--- src/rtl/otp_pad_scheduler.sv ---
// otp_pad_scheduler: shares a one-time-pad store between an encrypt requester
// and a decrypt requester. The two request streams are arbitrated round-robin.
// Encrypt takes the current LFSR byte as the pad, stores it in the next slot and
// returns pad^plaintext. Decrypt XORs the stored pad with the ciphertext and then
// clears the slot, so each pad is used at most once.
//
// Ports:
//   clk, rst             clock, asynchronous active-high reset
//   enc_req/enc_data     encrypt request and plaintext, held until enc_gnt
//   enc_gnt              one-cycle pulse: encrypt accepted
//   dec_req/dec_data/dec_idx  decrypt request, ciphertext and slot, held until dec_gnt
//   dec_gnt              one-cycle pulse: decrypt accepted
//   prn_in               current LFSR output (pad source)
//   prn_adv              one-cycle pulse: pad consumed, LFSR may advance
//   out_valid            one-cycle pulse: out_data/out_idx/out_err valid
//   out_data/out_idx/out_err  result, slot index, decrypt-of-empty-slot flag
//   full                 next write slot still holds an unused pad
//   occupancy            number of slots holding an unused pad
module otp_pad_scheduler #(
  parameter int unsigned DEPTH  = 8,
  parameter int unsigned IDX_W  = 3,
  parameter int unsigned DATA_W = 8
) (
  input  logic              clk,
  input  logic              rst,
  input  logic              enc_req,
  input  logic [DATA_W-1:0] enc_data,
  output logic              enc_gnt,
  input  logic              dec_req,
  input  logic [DATA_W-1:0] dec_data,
  input  logic [IDX_W-1:0]  dec_idx,
  output logic              dec_gnt,
  input  logic [DATA_W-1:0] prn_in,
  output logic              prn_adv,
  output logic              out_valid,
  output logic [DATA_W-1:0] out_data,
  output logic [IDX_W-1:0]  out_idx,
  output logic              out_err,
  output logic              full,
  output logic [IDX_W:0]    occupancy
);

  localparam int unsigned OCC_W = IDX_W + 1;

  typedef enum logic [1:0] {
    S_IDLE = 2'd0,
    S_ENC  = 2'd1,
    S_DEC  = 2'd2
  } state_t;

  state_t              state_q, state_d;
  logic [IDX_W-1:0]    wr_ptr_q, wr_ptr_d;
  logic                rr_q, rr_d;
  logic [DEPTH-1:0]    valid_q, valid_d;
  logic [DATA_W-1:0]   mem_q [DEPTH];
  logic [DATA_W-1:0]   mem_d [DEPTH];
  logic [DATA_W-1:0]   data_q, data_d;
  logic [DATA_W-1:0]   pad_q, pad_d;
  logic [IDX_W-1:0]    idx_q, idx_d;

  logic                enc_gnt_d, dec_gnt_d, prn_adv_d, out_valid_d, out_err_d, full_d;
  logic [DATA_W-1:0]   out_data_d;
  logic [IDX_W-1:0]    out_idx_d;
  logic [OCC_W-1:0]    occ_d;
  logic                enc_elig, take_enc, take_dec;

  // State, storage and registered outputs
  always_ff @(posedge clk or posedge rst) begin
    if (rst) begin
      state_q   <= S_IDLE;
      wr_ptr_q  <= '0;
      rr_q      <= 1'b0;
      valid_q   <= '0;
      mem_q     <= '{default: '0};
      data_q    <= '0;
      pad_q     <= '0;
      idx_q     <= '0;
      enc_gnt   <= 1'b0;
      dec_gnt   <= 1'b0;
      prn_adv   <= 1'b0;
      out_valid <= 1'b0;
      out_data  <= '0;
      out_idx   <= '0;
      out_err   <= 1'b0;
      full      <= 1'b0;
      occupancy <= '0;
    end else begin
      state_q   <= state_d;
      wr_ptr_q  <= wr_ptr_d;
      rr_q      <= rr_d;
      valid_q   <= valid_d;
      mem_q     <= mem_d;
      data_q    <= data_d;
      pad_q     <= pad_d;
      idx_q     <= idx_d;
      enc_gnt   <= enc_gnt_d;
      dec_gnt   <= dec_gnt_d;
      prn_adv   <= prn_adv_d;
      out_valid <= out_valid_d;
      out_data  <= out_data_d;
      out_idx   <= out_idx_d;
      out_err   <= out_err_d;
      full      <= full_d;
      occupancy <= occ_d;
    end
  end

  // Arbitration, slot update and result generation
  always_comb begin
    state_d     = state_q;
    wr_ptr_d    = wr_ptr_q;
    rr_d        = rr_q;
    valid_d     = valid_q;
    mem_d       = mem_q;
    data_d      = data_q;
    pad_d       = pad_q;
    idx_d       = idx_q;
    enc_gnt_d   = 1'b0;
    dec_gnt_d   = 1'b0;
    prn_adv_d   = 1'b0;
    out_valid_d = 1'b0;
    out_data_d  = out_data;
    out_idx_d   = out_idx;
    out_err_d   = out_err;
    occ_d       = occupancy;
    enc_elig    = 1'b0;
    take_enc    = 1'b0;
    take_dec    = 1'b0;

    unique case (state_q)
      S_IDLE: begin
        // Encrypt may not overwrite a pad that has not been consumed yet
        enc_elig = enc_req & ~valid_q[wr_ptr_q];
        take_enc = enc_elig & (~dec_req | ~rr_q);
        take_dec = dec_req & ~take_enc;
        if (take_enc) begin
          enc_gnt_d = 1'b1;
          prn_adv_d = 1'b1;
          data_d    = enc_data;
          pad_d     = prn_in;
          state_d   = S_ENC;
          if (dec_req) rr_d = 1'b1;
        end else if (take_dec) begin
          dec_gnt_d = 1'b1;
          data_d    = dec_data;
          idx_d     = dec_idx;
          state_d   = S_DEC;
          if (enc_elig) rr_d = 1'b0;
        end
      end
      S_ENC: begin
        mem_d[wr_ptr_q]   = pad_q;
        valid_d[wr_ptr_q] = 1'b1;
        out_data_d        = pad_q ^ data_q;
        out_idx_d         = wr_ptr_q;
        out_err_d         = 1'b0;
        out_valid_d       = 1'b1;
        wr_ptr_d          = wr_ptr_q + IDX_W'(1);
        occ_d             = occupancy + OCC_W'(1);
        state_d           = S_IDLE;
      end
      S_DEC: begin
        if (valid_q[idx_q]) begin
          out_data_d     = mem_q[idx_q] ^ data_q;
          out_err_d      = 1'b0;
          mem_d[idx_q]   = '0;
          valid_d[idx_q] = 1'b0;
          occ_d          = occupancy - OCC_W'(1);
        end else begin
          out_data_d = '0;
          out_err_d  = 1'b1;
        end
        out_idx_d   = idx_q;
        out_valid_d = 1'b1;
        state_d     = S_IDLE;
      end
      default: state_d = S_IDLE;
    endcase

    full_d = valid_d[wr_ptr_d];
  end

endmodule
--- config.mk ---
export PLATFORM = sky130hd
export DESIGN_NAME = otp_pad_scheduler
export DESIGN_NICKNAME = d
export VERILOG_FILES = /design/src/rtl/otp_pad_scheduler.sv
export SDC_FILE = /design/constraint.sdc
export NUM_CORES = 1
export LEC_CHECK = 0
export ABC_AREA = 1
export BUFFER_PORTS_ARGS = -buffer_cell sky130_fd_sc_hd__buf_2
export CORE_MARGIN = 8
export CORE_UTILIZATION = 30
export CTS_CLUSTER_DIAMETER = 80
export DETAILED_ROUTE_END_ITERATION = 6
export SYNTH_ARGS = -nofsm -noshare
export SYNTH_HDL_FRONTEND = slang
export SYNTH_SLANG_ARGS = --single-unit
--- constraint.sdc ---
create_clock -name clk -period 3.7 [get_ports clk]
set_input_delay 0.555 -clock clk [delete_from_list [all_inputs] [get_ports clk]]
set_output_delay 0.555 -clock clk [all_outputs]
set_load 0.01 [all_outputs]
==> results.cfg <==
[run_status]
outcome = completed

[route]
vias_per_cell = 5.047
wl_per_cell_um = 16.26
num_vias = 6925
drc_errors = 0
dr.pass1.iters = 6
dr.first_iter.drc_count = 639
postRouteAntennaNets = 0
wl_um = 22320

[placement]
preCtsSetupSlack_ps = 857.5
dp_hpwl_um = 15270
port_buffers = 51
finalWeightedCongestion = 0.8722

[synthesis]
syn_inst = 1004
synthesis.nets = 1042
yosysMostFrequentCell = nand2_1
yosysTopAreaCell = dfrtp_1
ys_async_sr_fraction_pct = 100.0
ys_top_cells_by_area = dfrtp_1, nand2_1, nand3_1
synth_edf_count = 0
ys_seq_area_share_pct = 40.30
synth-main-ff-cell = dfrtp_1
ys_ff_latch = 117
synth_common_cells = nand2_1, nand3_1, dfrtp_1
syn_area_um2 = 7266
ys_warn_count = 0
synthDistinctLibCells = 35
synth_top_cell_area_share_pct = 40.30
syn-mean-instance-area_um2 = 7.237

[grt]
grt_max_degree = 108
antenna_found_initial = 0
grt_pass1_wl_um = 35400
first_global_vias = 6464
grtUsageTotal_pct = 15.36
overflow = 0

[clock_network]
cts_root_buffer = clkbuf_16
hold_buffers = 0
post-cts-setup-buffers = 0
cts_resized = 0
cts_buffers = 17
cts_num_sinks = 117
ctsHtreeMaxLevel = 4
cts_tree = yes
cts_buffer_depth = 2
clk_latency_ps = 430
clk_pin_slew_ps = 70

[timing]
timing.hold.ws_ps = 343.8
worst_slew_pin_slew_ps = 1037
fin_ws_ps = 841.2
finalHoldViolations = 0
min_period_ps = 2859
fin_skew_ps = 11.09
fin_tns_setup_ps = 0
fmax_ghz = 0.3498
max-slew-margin-rel_pct = 30.87
fin_crit_sh_pct = 77.26
setup_violations = 0
rsz0062_at_grt = no
drv_slew = 0

[hold_path]
min_path_type = in2reg

[power_and_ir_drop]
power.total_mw = 7.710
ir_drop_mv = 0.6459
powerDensity_nw_per_um2 = 919.9
p_leak_nw = 4.125

[layout]
postLayoutCoreUtil_pct = 34.87
nNetsFinal = 1073
area_growth_pct = 15.36
drive_gt1_share_pct = 14.41
antenna_cells = 0

[setup_path]
cp_max_fo = 17
critPathLaunchType = flip-flop
crit_type = reg2reg
end_kind = flip-flop
cp.required_ps = 4050
crit_arrival_ps = 3210

[floorplan]
die_width_um = 171.6
initial_core_util_pct = 30.23
pin_count = 52
core_um2 = 24030
rows = 57
die-area_um2 = 29460
die_y_um = 171.6

[job]
cap_violations = 0
==> stage by stage <==
| stage | cell area [um^2] | std cells |
|---|---|---|
| floorplan | 7266 | 1004 |
| global placement | 7714 | 1340 |
| detailed placement | 7714 | 1340 |
| CTS | 8382 | 1372 |
| global route | 8382 | 1372 |
| finish | 8382 | 1372 |
==> cells by family (layout without fill, tap and decap cells) <==
kind of cell / after synthesis / count (layout) / synth area share (%)
AOI/OAI and AO/OA: 143 / 143 / 12.07
and+or+nand+nor: 611 / 611 / 37.49
buffers and inverters: 121 / 165 / 8.128
DFF: 117 / 117 / 40.30
adders and majority gates: 7 / 7 / 1.309
xor gates and xnor gates: 5 / 5 / 0.7061
==> routing by layer <==
metal	global-route usage (%)	routed length [um]	part of all wire [%]	vias to the layer above
met5	0	0	0	-
met4	4.461	419	1.9	0
met3	3.649	1118	5.0	26
met2	23.59	10320	46	204
met1	21.11	10460	47	3293
li1	-	-	-	3402
==> placed cells by master (no fill, tap or decap), types with 4 or more instances in the layout <==
master	synthesis	layout
nand2_1	389	389
inv_6	0	4
dfrtp_1	117	117
o21ai_1	39	39
inv_2	9	9
a21oi_1	25	25
nand2_2	13	13
xor2_1	4	4
clkbuf_16	0	17
o21ai_0	19	19
o31ai_1	56	56
nor2_4	4	4
bufinv_16	0	5
clkinv_1	12	12
buf_2	17	51
nand4_1	16	16
nand2_4	5	5
nor2_2	7	7
ha_1	6	5
clkinv_4	0	4
buf_4	6	12
nand3_1	151	151
inv_4	4	5
inv_1	45	44
nor2_1	16	16
==> state kept, by name, indices dropped and copies added (netlist names), 2 cells and up <==
register / count
mem_q: 64
data_q: 8
out_data: 8
pad_q: 8
valid_q: 8
occupancy: 4
idx_q: 3
out_idx: 3
wr_ptr_q: 3
state_q: 2
==> critical path, stage by stage (launching register included) <==
cell	delay, ps
dfrtp_1	900
inv_2	220
nand2_2	270
o21ai_2	80
nor2_2	490
nand4_1	280
inv_2	330
nand2_1	110
o21ai_1	90
==> where the power goes <==
group / switching (mW) / internal [mW] / leakage (nW)
logic: 2.50 / 1.01 / 2.26
registers: 0.520 / 1.78 / 1.54
clock network: 0.685 / 1.22 / 0.327
==> path summary, 6_finish.rpt <==
check,from,to,slack (ps),cells after the start
worst min register to register,out_idx[0],out_idx[0],490,2
max in group asynchronous,rst,out_data[3],2470,3
worst max register to register,wr_ptr_q[0],pad_q[1],840,8
worst min-delay path,dec_idx[2],idx_q[2],340,3
min in group asynchronous,rst,mem_q[17],350,2
worst max-delay path,wr_ptr_q[0],pad_q[1],840,8
==> layout make-up <==
type	count	area, um^2
Inverter	70	275.3
Multi-Input combinational cell	766	3760
Tap cell	324	405.4
Clock buffer	17	425.4
Clock inverter	15	242.7
Timing Repair Buffer	63	345.3
Fill cell	2510	15650
Sequential cell	117	2928
(Power assumes the default switching activity.)
